==> src/rtl/param_sync_fifo_pkg.sv <==
// Shared constants, read-mode enum and width helper for the parameterised synchronous FIFO.
// Read mode: define PARAM_SYNC_FIFO_FWFT_EN for first-word-fall-through; the default is the registered read mode.
package param_sync_fifo_pkg;

  localparam int DEF_DATA_W = 128;
  localparam int DEF_DEPTH  = 16;

  typedef enum logic {
    STD,
    FWFT
  } read_mode_e;

  // The fill level must represent 0..DEPTH inclusive, hence one bit more than the pointer.
  function automatic int count_w(input int depth);
    return $clog2(depth) + 1;
  endfunction

`ifdef PARAM_SYNC_FIFO_FWFT_EN
  localparam read_mode_e READ_MODE = FWFT;
`else
  localparam read_mode_e READ_MODE = STD;
`endif

endpackage

==> src/rtl/param_sync_fifo_if.sv <==
// Write/read/control bundle of param_sync_fifo; master drives requests, slave is the FIFO.
interface param_sync_fifo_if
  import param_sync_fifo_pkg::*;
#(
  parameter int DATA_W = DEF_DATA_W,
  parameter int DEPTH  = DEF_DEPTH
) ();

  logic                      i_wren;
  logic [DATA_W-1:0]         i_wrdata;
  logic                      i_rden;
  logic                      i_flush;
  logic                      i_clr_err;
  logic [DATA_W-1:0]         o_rddata;
  logic                      o_rdvalid;
  logic                      o_full;
  logic                      o_empty;
  logic                      o_alm_full;
  logic                      o_alm_empty;
  logic [count_w(DEPTH)-1:0] o_count;
  logic                      o_overflow;
  logic                      o_underflow;

  modport master (
    output i_wren, i_wrdata, i_rden, i_flush, i_clr_err,
    input  o_rddata, o_rdvalid, o_full, o_empty, o_alm_full, o_alm_empty,
           o_count, o_overflow, o_underflow
  );

  modport slave (
    input  i_wren, i_wrdata, i_rden, i_flush, i_clr_err,
    output o_rddata, o_rdvalid, o_full, o_empty, o_alm_full, o_alm_empty,
           o_count, o_overflow, o_underflow
  );

endinterface

==> src/rtl/param_sync_fifo_mem.sv <==
// fifo_mem: DEPTH x DATA_W register array, one synchronous write port and one asynchronous read port.
module fifo_mem
  import param_sync_fifo_pkg::*;
#(
  parameter int DATA_W = DEF_DATA_W,
  parameter int DEPTH  = DEF_DEPTH
) (
  input  logic                     clk,
  input  logic                     we_i,
  input  logic [$clog2(DEPTH)-1:0] waddr_i,
  input  logic [DATA_W-1:0]        wdata_i,
  input  logic [$clog2(DEPTH)-1:0] raddr_i,
  output logic [DATA_W-1:0]        rdata_o
);

  logic [DATA_W-1:0] mem_q [DEPTH];

  // NOTE: the array is deliberately not reset; stale words are unreachable once the pointers are cleared.
  always_ff @(posedge clk) begin
    if (we_i) begin
      mem_q[waddr_i] <= wdata_i;
    end
  end

  assign rdata_o = mem_q[raddr_i];

endmodule

==> src/rtl/param_sync_fifo.sv <==
// Parameterised synchronous FIFO: pointers, fill count, registered flags, sticky errors and read port.
// PARAM_SYNC_FIFO_FWFT_EN (via param_sync_fifo_pkg::READ_MODE) selects first-word-fall-through reads.
module param_sync_fifo
  import param_sync_fifo_pkg::*;
#(
  parameter int DATA_W    = DEF_DATA_W,
  parameter int DEPTH     = DEF_DEPTH,
  parameter int AF_THRESH = DEPTH - 4,
  parameter int AE_THRESH = 4
) (
  input logic              clk,
  input logic              reset,
  param_sync_fifo_if.slave bus
);

  localparam int AW = $clog2(DEPTH);
  localparam int CW = count_w(DEPTH);
  localparam logic [CW-1:0] DEPTH_C = CW'(DEPTH);
  localparam logic [CW-1:0] AF_C    = CW'(AF_THRESH);
  localparam logic [CW-1:0] AE_C    = CW'(AE_THRESH);

  if (DATA_W < 1 || DEPTH < 4 || (DEPTH & (DEPTH - 1)) != 0 ||
      AF_THRESH < 1 || AF_THRESH > DEPTH - 1 ||
      AE_THRESH < 0 || AE_THRESH > DEPTH - 1 || AE_THRESH >= AF_THRESH) begin : g_bad_params
    $error("param_sync_fifo: illegal DATA_W/DEPTH/threshold combination");
  end

  logic [AW-1:0]     wr_ptr_q, wr_ptr_d, rd_ptr_q, rd_ptr_d;
  logic [CW-1:0]     count_q, count_d;
  logic              full_q, empty_q, alm_full_q, alm_empty_q;
  logic              ovf_q, ovf_d, udf_q, udf_d;
  logic              rd_acc, wr_acc, mem_we, rd_pop;
  logic [DATA_W-1:0] head;

  // A read frees a slot in the same cycle, so a full FIFO still accepts a paired write.
  assign rd_acc = bus.i_rden && !empty_q;
  assign wr_acc = bus.i_wren && (!full_q || rd_acc);
  assign mem_we = wr_acc && !bus.i_flush;
  assign rd_pop = rd_acc && !bus.i_flush;

  fifo_mem #(
    .DATA_W (DATA_W),
    .DEPTH  (DEPTH)
  ) u_mem (
    .clk     (clk),
    .we_i    (mem_we),
    .waddr_i (wr_ptr_q),
    .wdata_i (bus.i_wrdata),
    .raddr_i (rd_ptr_q),
    .rdata_o (head)
  );

  // NOTE: every always_comb output gets its hold value first, so no path can infer a latch.
  always_comb begin
    wr_ptr_d = wr_ptr_q;
    rd_ptr_d = rd_ptr_q;
    count_d  = count_q;
    ovf_d    = ovf_q;
    udf_d    = udf_q;

    if (bus.i_flush) begin
      wr_ptr_d = '0;
      rd_ptr_d = '0;
      count_d  = '0;
    end else begin
      if (wr_acc) wr_ptr_d = wr_ptr_q + AW'(1);
      if (rd_acc) rd_ptr_d = rd_ptr_q + AW'(1);
      if (wr_acc && !rd_acc)      count_d = count_q + CW'(1);
      else if (rd_acc && !wr_acc) count_d = count_q - CW'(1);
    end

    // Clearing wins over a new error in the same cycle; a flush never raises one.
    if (bus.i_clr_err) begin
      ovf_d = 1'b0;
      udf_d = 1'b0;
    end else if (!bus.i_flush) begin
      if (bus.i_wren && !wr_acc) ovf_d = 1'b1;
      if (bus.i_rden && empty_q) udf_d = 1'b1;
    end
  end

  // NOTE: sequential state uses non-blocking assignments so all registers update from pre-edge values.
  always_ff @(posedge clk or negedge reset) begin
    if (!reset) begin
      wr_ptr_q    <= '0;
      rd_ptr_q    <= '0;
      count_q     <= '0;
      full_q      <= 1'b0;
      empty_q     <= 1'b1;
      alm_full_q  <= 1'b0;
      alm_empty_q <= 1'b1;
      ovf_q       <= 1'b0;
      udf_q       <= 1'b0;
    end else begin
      wr_ptr_q    <= wr_ptr_d;
      rd_ptr_q    <= rd_ptr_d;
      count_q     <= count_d;
      full_q      <= (count_d == DEPTH_C);
      empty_q     <= (count_d == '0);
      alm_full_q  <= (count_d >= AF_C);
      alm_empty_q <= (count_d <= AE_C);
      ovf_q       <= ovf_d;
      udf_q       <= udf_d;
    end
  end

  if (READ_MODE == STD) begin : g_std
    logic [DATA_W-1:0] rddata_q;
    logic              rdvalid_q;

    always_ff @(posedge clk or negedge reset) begin
      if (!reset) begin
        rddata_q  <= '0;
        rdvalid_q <= 1'b0;
      end else begin
        rdvalid_q <= rd_pop;
        if (rd_pop) rddata_q <= head;
      end
    end

    assign bus.o_rddata  = rddata_q;
    assign bus.o_rdvalid = rdvalid_q;
  end else begin : g_fwft
    // Keeps the last presented head so the output holds steady while empty.
    logic [DATA_W-1:0] hold_q;

    always_ff @(posedge clk or negedge reset) begin
      if (!reset) begin
        hold_q <= '0;
      end else if (!empty_q) begin
        hold_q <= head;
      end
    end

    assign bus.o_rddata  = empty_q ? hold_q : head;
    assign bus.o_rdvalid = !empty_q;
  end

  assign bus.o_count     = count_q;
  assign bus.o_full      = full_q;
  assign bus.o_empty     = empty_q;
  assign bus.o_alm_full  = alm_full_q;
  assign bus.o_alm_empty = alm_empty_q;
  assign bus.o_overflow  = ovf_q;
  assign bus.o_underflow = udf_q;

endmodule
==> src/flat_wrapper.sv <==
// flat-port wrapper written by rule: the top's interface ports become plain ports
module param_sync_fifo_flat import param_sync_fifo_pkg::*;
#(
  parameter int DATA_W    = DEF_DATA_W,
  parameter int DEPTH     = DEF_DEPTH,
  parameter int AF_THRESH = DEPTH - 4,
  parameter int AE_THRESH = 4
)
  (clk, reset, bus_i_wren, bus_i_wrdata, bus_i_rden, bus_i_flush, bus_i_clr_err, bus_o_rddata, bus_o_rdvalid, bus_o_full, bus_o_empty, bus_o_alm_full, bus_o_alm_empty, bus_o_count, bus_o_overflow, bus_o_underflow);
  param_sync_fifo_if #(.DATA_W(DATA_W), .DEPTH(DEPTH)) bus_i ();
  input logic clk;
  input logic reset;
  input wire logic [$bits(bus_i.i_wren)-1:0] bus_i_wren;
  input wire logic [$bits(bus_i.i_wrdata)-1:0] bus_i_wrdata;
  input wire logic [$bits(bus_i.i_rden)-1:0] bus_i_rden;
  input wire logic [$bits(bus_i.i_flush)-1:0] bus_i_flush;
  input wire logic [$bits(bus_i.i_clr_err)-1:0] bus_i_clr_err;
  output wire logic [$bits(bus_i.o_rddata)-1:0] bus_o_rddata;
  output wire logic [$bits(bus_i.o_rdvalid)-1:0] bus_o_rdvalid;
  output wire logic [$bits(bus_i.o_full)-1:0] bus_o_full;
  output wire logic [$bits(bus_i.o_empty)-1:0] bus_o_empty;
  output wire logic [$bits(bus_i.o_alm_full)-1:0] bus_o_alm_full;
  output wire logic [$bits(bus_i.o_alm_empty)-1:0] bus_o_alm_empty;
  output wire logic [$bits(bus_i.o_count)-1:0] bus_o_count;
  output wire logic [$bits(bus_i.o_overflow)-1:0] bus_o_overflow;
  output wire logic [$bits(bus_i.o_underflow)-1:0] bus_o_underflow;
  assign bus_i.i_wren = bus_i_wren;
  assign bus_i.i_wrdata = bus_i_wrdata;
  assign bus_i.i_rden = bus_i_rden;
  assign bus_i.i_flush = bus_i_flush;
  assign bus_i.i_clr_err = bus_i_clr_err;
  assign bus_o_rddata = bus_i.o_rddata;
  assign bus_o_rdvalid = bus_i.o_rdvalid;
  assign bus_o_full = bus_i.o_full;
  assign bus_o_empty = bus_i.o_empty;
  assign bus_o_alm_full = bus_i.o_alm_full;
  assign bus_o_alm_empty = bus_i.o_alm_empty;
  assign bus_o_count = bus_i.o_count;
  assign bus_o_overflow = bus_i.o_overflow;
  assign bus_o_underflow = bus_i.o_underflow;
  param_sync_fifo #(.DATA_W(DATA_W), .DEPTH(DEPTH), .AF_THRESH(AF_THRESH), .AE_THRESH(AE_THRESH)) u_core (.clk(clk), .reset(reset), .bus(bus_i));
endmodule
==> config.mk <==
export PLATFORM = sky130hd
export DESIGN_NAME = param_sync_fifo_flat
export DESIGN_NICKNAME = d
export VERILOG_FILES = /design/src/rtl/param_sync_fifo_pkg.sv /design/src/rtl/param_sync_fifo_if.sv /design/src/rtl/param_sync_fifo_mem.sv /design/src/rtl/param_sync_fifo.sv /design/src/flat_wrapper.sv
export SDC_FILE = /design/constraint.sdc
export NUM_CORES = 2
export LEC_CHECK = 0
export CAP_MARGIN = 0
export CORE_MARGIN = 2
export CORE_UTILIZATION = 60
export DETAILED_ROUTE_END_ITERATION = 12
export GPL_TIMING_DRIVEN = 1
export HOLD_SLACK_MARGIN = 0.12
export PLACE_DENSITY = 0.85
export SETUP_SLACK_MARGIN = 0.2
export SLEW_MARGIN = 15
export SYNTH_ARGS = -nofsm -noshare
export SYNTH_HDL_FRONTEND = slang
export SYNTH_SLANG_ARGS = --single-unit
export TNS_END_PERCENT = 30
==> constraint.sdc <==
create_clock -name clk -period 16.3 [get_ports clk]
set_input_delay 3.26 -clock clk [delete_from_list [all_inputs] [get_ports clk]]
set_output_delay 3.26 -clock clk [all_outputs]
set_load 0.005 [all_outputs]
# Yosys cells after proc, flatten, opt, wreduce, memory -nomap -nowiden
# Memories as Yosys holds them, arrays and structs flattened. A register that Yosys moved wholly into a read port is not among the register bits.
# Index checks and enable logic that the tools add are counted.
[word_totals] output_inout_bits=140 ff_bits=20 memories=1 word_cells=56 ram_bits=2048 in_bits=134
[op_classes] mux=15 order_cmp=2 addsub=4 reduce_logical=22 eq_ne=2
[memory_table] name="u_core.u_mem.mem_q" words=16 word_bits=128 rd=1 rd_clocked_by_memory_dff=1 write_ports=1 line="param_sync_fifo_mem.sv:16" source="logic [DATA_W-1:0] mem_q [DEPTH];"
[op_table] operator="4-bit two-way mux" count=4
[op_table] operator="5-bit two-way mux" count=3
[op_table] operator="4-bit by 1-bit adder with 4-bit output (second input constant)" count=2
[op_table] operator="1-bit logical AND" count=8
[op_table] operator="1-bit two-way mux" count=8
[op_table] operator="2-bit nonzero test" count=4
[op_table] operator="1-bit logical NOT" count=6
[op_table] operator="5-bit by 1-bit adder with 5-bit output (second input constant)" count=1
[op_table] operator="5-bit == test (second input constant)" count=1
[op_table] operator="5-bit by 4-bit greater-or-equal comparator with 1-bit output (second input constant)" count=1
[op_table] operator="5-bit by 3-bit <= comparator with 1-bit output (second input constant)" count=1
[op_table] operator="5-bit logical NOT" count=1
[op_table] operator="5-bit by 1-bit subtractor with 5-bit output (second input constant)" count=1
[op_table] operator="2-bit AND reduction" count=2
[op_table] operator="2-bit by 1-bit != test with 1-bit output (second input constant)" count=1
[op_table] operator="1-bit logical OR" count=1

# Logic depth before layout (Yosys ltp)
[depth] word_depth=10 depth_mapped=8 depth_no_buf=7

# By module
# A second synthesis with hierarchy kept.
[unflattened] hier_cells=3597 hier_area_um2=82710.6
[by_module_without_submodules] module="fifo_mem" area_each_um2=76882.5 n_inst=1 cells_per_inst=3229 seq_area_each_um2=61499.0
[by_module_without_submodules] module="param_sync_fifo" area_each_um2=5828.1 n_inst=1 cells_per_inst=368 seq_area_each_um2=3706.1

# Worst setup path before layout
# No wires, ideal clock.
[synth_path] path_type="input to register" start="input bus_i_wren" end="memory u_core.u_mem.mem_q[0][0] (netlist name) (enable)" path_stages=4 t_required_ns=15.528 t_arrival_ns=12.494 n_path_buf=1 setup_slack_ns=3.033 cell_sequence="clkbuf_1 and3_1 nand2_1 nor3_1"
[synth_between] elab_chain_cells=4
[synth_lines] element="start, declared" line="flat_wrapper.sv:13" source="input wire logic [$bits(bus_i.i_wren)-1:0] bus_i_wren;"
[synth_lines] element="1-bit logical AND" line="param_sync_fifo.sv:37" source="assign wr_acc = bus.i_wren && (!full_q || rd_acc);"
[synth_lines] element="1-bit logical AND" line="param_sync_fifo.sv:38" source="assign mem_we = wr_acc && !bus.i_flush;"
[synth_lines] element="1-bit two-way mux" line="param_sync_fifo_mem.sv:20" source="if (we_i) begin"
[synth_lines] element="1-bit two-way mux (implied by the code)" line="param_sync_fifo_mem.sv:21" source="mem_q[waddr_i] <= wdata_i;"
[synth_lines] element="end, declared" line="param_sync_fifo_mem.sv:16"
# Every way passes these cells.

# Worst setup path after layout
[layout_path] start="input bus_i_flush" end="memory u_core.u_mem.mem_q[3][12] (netlist name) (enable)"
[layout_between] elab_chain_cells=4
[layout_lines] element="start, declared" line="flat_wrapper.sv:16" source="input wire logic [$bits(bus_i.i_flush)-1:0] bus_i_flush;"
[layout_lines] element="1-bit logical NOT" line="param_sync_fifo.sv:38"
[layout_lines] element="1-bit logical AND" line="param_sync_fifo.sv:38"
[layout_lines] element="1-bit two-way mux" line="param_sync_fifo_mem.sv:20"
[layout_lines] element="1-bit two-way mux (implied by the code)" line="param_sync_fifo_mem.sv:21"
# Every way passes these cells.

==> summary.md <==
| Metric | Value |
|---|---|
| Status | finished, final reports clean |
| Setup Crit Path Kind | in -> reg |
| Dpl ws | 8160 ps |
| Post-Syn Area per Cell | 20.8 um2 |
| Worst slew pin tran | 1260 ps |
| CTS Root Cell | clkbuf_16 |
| Min Tclk post-route | 7530 ps |
| Synth cell count leaders | 2,048 x edfxtp_1, 586 x mux2i_1, 270 x mux4_2 |
| Post-synth ARST share | 0.0674 |
| Layout cells sized above 1 | 0.151 |
| CP Max Fanout | 64 |
| CP peak stage delay | 940 ps |
| Syn nets | 4,119 |
| Die Width | 375 um |
| Die H | 375 um |
| Dominant synthesized flop cell | edfxtp_1 |
| CTS max path bufs | 3 |
| Vias in the first global route | 45,000 |
| CP most frequent cell | buf_4 |
| Setup bufs post-CTS | 0 |
| CP Cell Sequence | clkdlybuf4s50_1 > inv_1 > and3_1 > nand2_1 > nor3_2 > buf_4 > buf_4 |
| Bufs and invs on worst path | 4 |
| WL per Instance | 32.8 um |
| H-tree Lvls | 4 |
| # rows | 136 |
| GR Util All Layers | 0.292 |
| I/O Buffers | 273 |
| Worst skew pair latency | 840 ps |
| Setup_tns | 0 ps |
| Clk sinks | 2,196 |
| Synth Register Bits | 2,196 |
| VDD IR max | 0.122 mV |
| Final hold vios | 0 |
| Total wire length | 205,000 um |
| Synth Instances | 3,978 |
| Die ar. | 141,000 um2 |
| Clock power frac | 0.353 |
| TritonCTS clock tree | done |
| Number of flops mapped to enable cells by yosys | 2,048 |
| Drt first-iter violations | 5,935 |
| F_max | 0.133 GHz |
| Cell taking the most area after synthesis | edfxtp_1 |
| Pwr/cell area | 142 nW/um2 |
| Initial antenna violation count | 16 |
| Resize count post-CTS | 0 |
| Number of vias per cell | 6.90 |
| Slowest CP cell | nor3_2 |
| CTS clk-pin slew, worst paths | 60 ps |
| Post-synth top area share | 0.743 |
| Pin count of the biggest net entering global routing | 131 |
| First-pass GRT wire length | 299,000 um |
| GR Overflow Total | 0 |
| RSZ-0062 raised after global routing | false |
| NetSw | 3.30 mW |
| Comb pwr share | 0.147 |
| Final setup margin | 8770 ps |
| Starting density of the core | 0.604 |
| DP HPWL | 102,000 um |
| DRC | 0 |
| Data arrival at the endpoint of the critical path | 7970 ps |
| Nets@finish | 4,426 |
| Final setup violation count | 0 |
| TritonCTS Buffers | 198 |
| Area grow syn2layout | 13.4% |
| Worst Path Required | 16,730 ps |
| Core ar. | 137,000 um2 |
| Period utilization | 0.462 |
| CP Launch Type | input pin |
| CP endpoint kind | flip-flop |
| DR pass1 iterations | 8 |
| Clk_skew | 41.3 ps |
| Post-synthesis sequential area ratio | 0.788 |
| Max-cap violations | 0 |
| Count leader, synth | edfxtp_1 |
| Slack of the worst reg-to-reg path | 11,450 ps |
| Hold_buf cts | 0 |
| Placer Congestion | 0.782 |
| DRT antenna net count | 0 |
| Switching share of total power | 0.247 |
| Int Power | 10.1 mW |
| Crit path max-delay family | buffers and inverters |
| Fin util | 0.684 |
| Count of cell types in the netlist | 52 |
| Synth top area cells | edfxtp_1 74%, mux4_2 7.3%, mux2i_1 7.1% |
| Cell Area, Synth | 82,800 um2 |
| P_leak | 28.9 nW |
| Rel. slew slack | 0.160 |
| Worst hold path type | reg -> reg |
| Count of pins over their slew limit | 0 |
| IO Pins | 274 |
| YS warnings | 0 |
| Hold Worst Slack | 493 ps |
| Total number of vias | 43,200 |
| Sequential power share | 0.500 |
power groups by stage:
stage,clock [mW],sequential [mW],combinational (mW)
2_1_floorplan,0,6.63,1.21
3_3_place_gp,0,6.78,1.85
3_5_place_dp,0,6.78,1.91
4_1_cts,4.74,6.68,1.96
5_1_grt,4.92,6.69,2.08
6_report,4.71,6.68,1.96
final cells by class:
class                      count  area, um2
sequential                  2196      65200
tap                         1794       2240
multi-input combinational   1545      16400
fill                        7776      43300
clock buffer                 298       5720
inverter                       6       27.5
timing repair buffer         338       3310
antenna                        9       22.5
clock inverter                78        871
cells in the final DEF, fill, tap and decap left out, types with 25 or more instances in the layout:
cell / count
a21oi_1: 121
buf_4: 58
clkbuf_1: 69
clkbuf_16: 205
clkbuf_8: 25
clkdlybuf4s50_1: 272
clkinv_2: 31
dfrtp_1: 143
edfxtp_1: 2048
mux2i_1: 586
mux4_2: 270
nand2_1: 34
nor2_1: 44
o21ai_1: 26
o22ai_1: 235
o32ai_1: 91
routing by layer:
layer  vias up  global-route usage  wire [um]
met5         -                   0        104
met4        14               0.129       8900
met3       613              0.0695      22100
met2      3322               0.477     102000
met1     22200               0.377      72800
li1      17100                   -          -
state kept, by name (all words and copies together), names as in the netlist:
| name | cells |
|---|---|
| u_core.bus.o_count | 5 |
| u_core.bus.o_full | 1 |
| u_core.wr_ptr_q | 4 |
| u_core.bus.o_alm_empty | 1 |
| u_core.bus.o_rddata | 128 |
| u_core.bus.o_empty | 1 |
| u_core.rd_ptr_q | 4 |
| u_core.bus.o_alm_full | 1 |
| u_core.bus.o_underflow | 1 |
| u_core.u_mem.mem_q | 2048 |
| u_core.bus.o_rdvalid | 1 |
| u_core.bus.o_overflow | 1 |
through the flow:
step	power [mW]	cells	cell area (um2)
2_1_floorplan	7.84	3978	82800
3_3_place_gp	8.63	5879	87200
3_5_place_dp	8.69	5879	87200
4_1_cts	13.4	6255	93800
5_1_grt	13.7	6262	93800
6_report	13.4	6264	93800
cells by family after synthesis:
family                   Yosys count  synth area share
XOR/XNOR                           8          0.000847
AO/OA/AOI/OAI                    534            0.0416
multiplexers                     871             0.146
AND/OR/NAND/NOR                  125           0.00679
adder cells (fa/ha/maj)            7           0.00106
buffers and inverters            237            0.0156
flip-flops                      2196             0.788
worst reg2reg max path: cells and delay by family (launching register included):
family	cells	cell delay, ps
flops	1	400
buf+inv	2	1910
simple gates	5	2040
final timing paths:
check / start / end / cells after the start
min reg2reg: u_core.bus.o_rddata[4]$_DFFE_PN0P_ / u_core.bus.o_rddata[4]$_DFFE_PN0P_ / 2
max: bus_i_flush / u_core.u_mem.mem_q[3][12]$_DFFE_PP_ / 7
max reg2reg: u_core.bus.o_empty$_DFF_PN1_ / u_core.u_mem.mem_q[3][12]$_DFFE_PP_ / 7
min: u_core.bus.o_rddata[4]$_DFFE_PN0P_ / u_core.bus.o_rddata[4]$_DFFE_PN0P_ / 2
min in group asynchronous: reset / u_core.bus.o_rddata[114]$_DFFE_PN0P_ / 1
max in group asynchronous: reset / u_core.bus.o_rddata[79]$_DFFE_PN0P_ / 2
No activity file was read; power rests on OpenSTA's default activity.
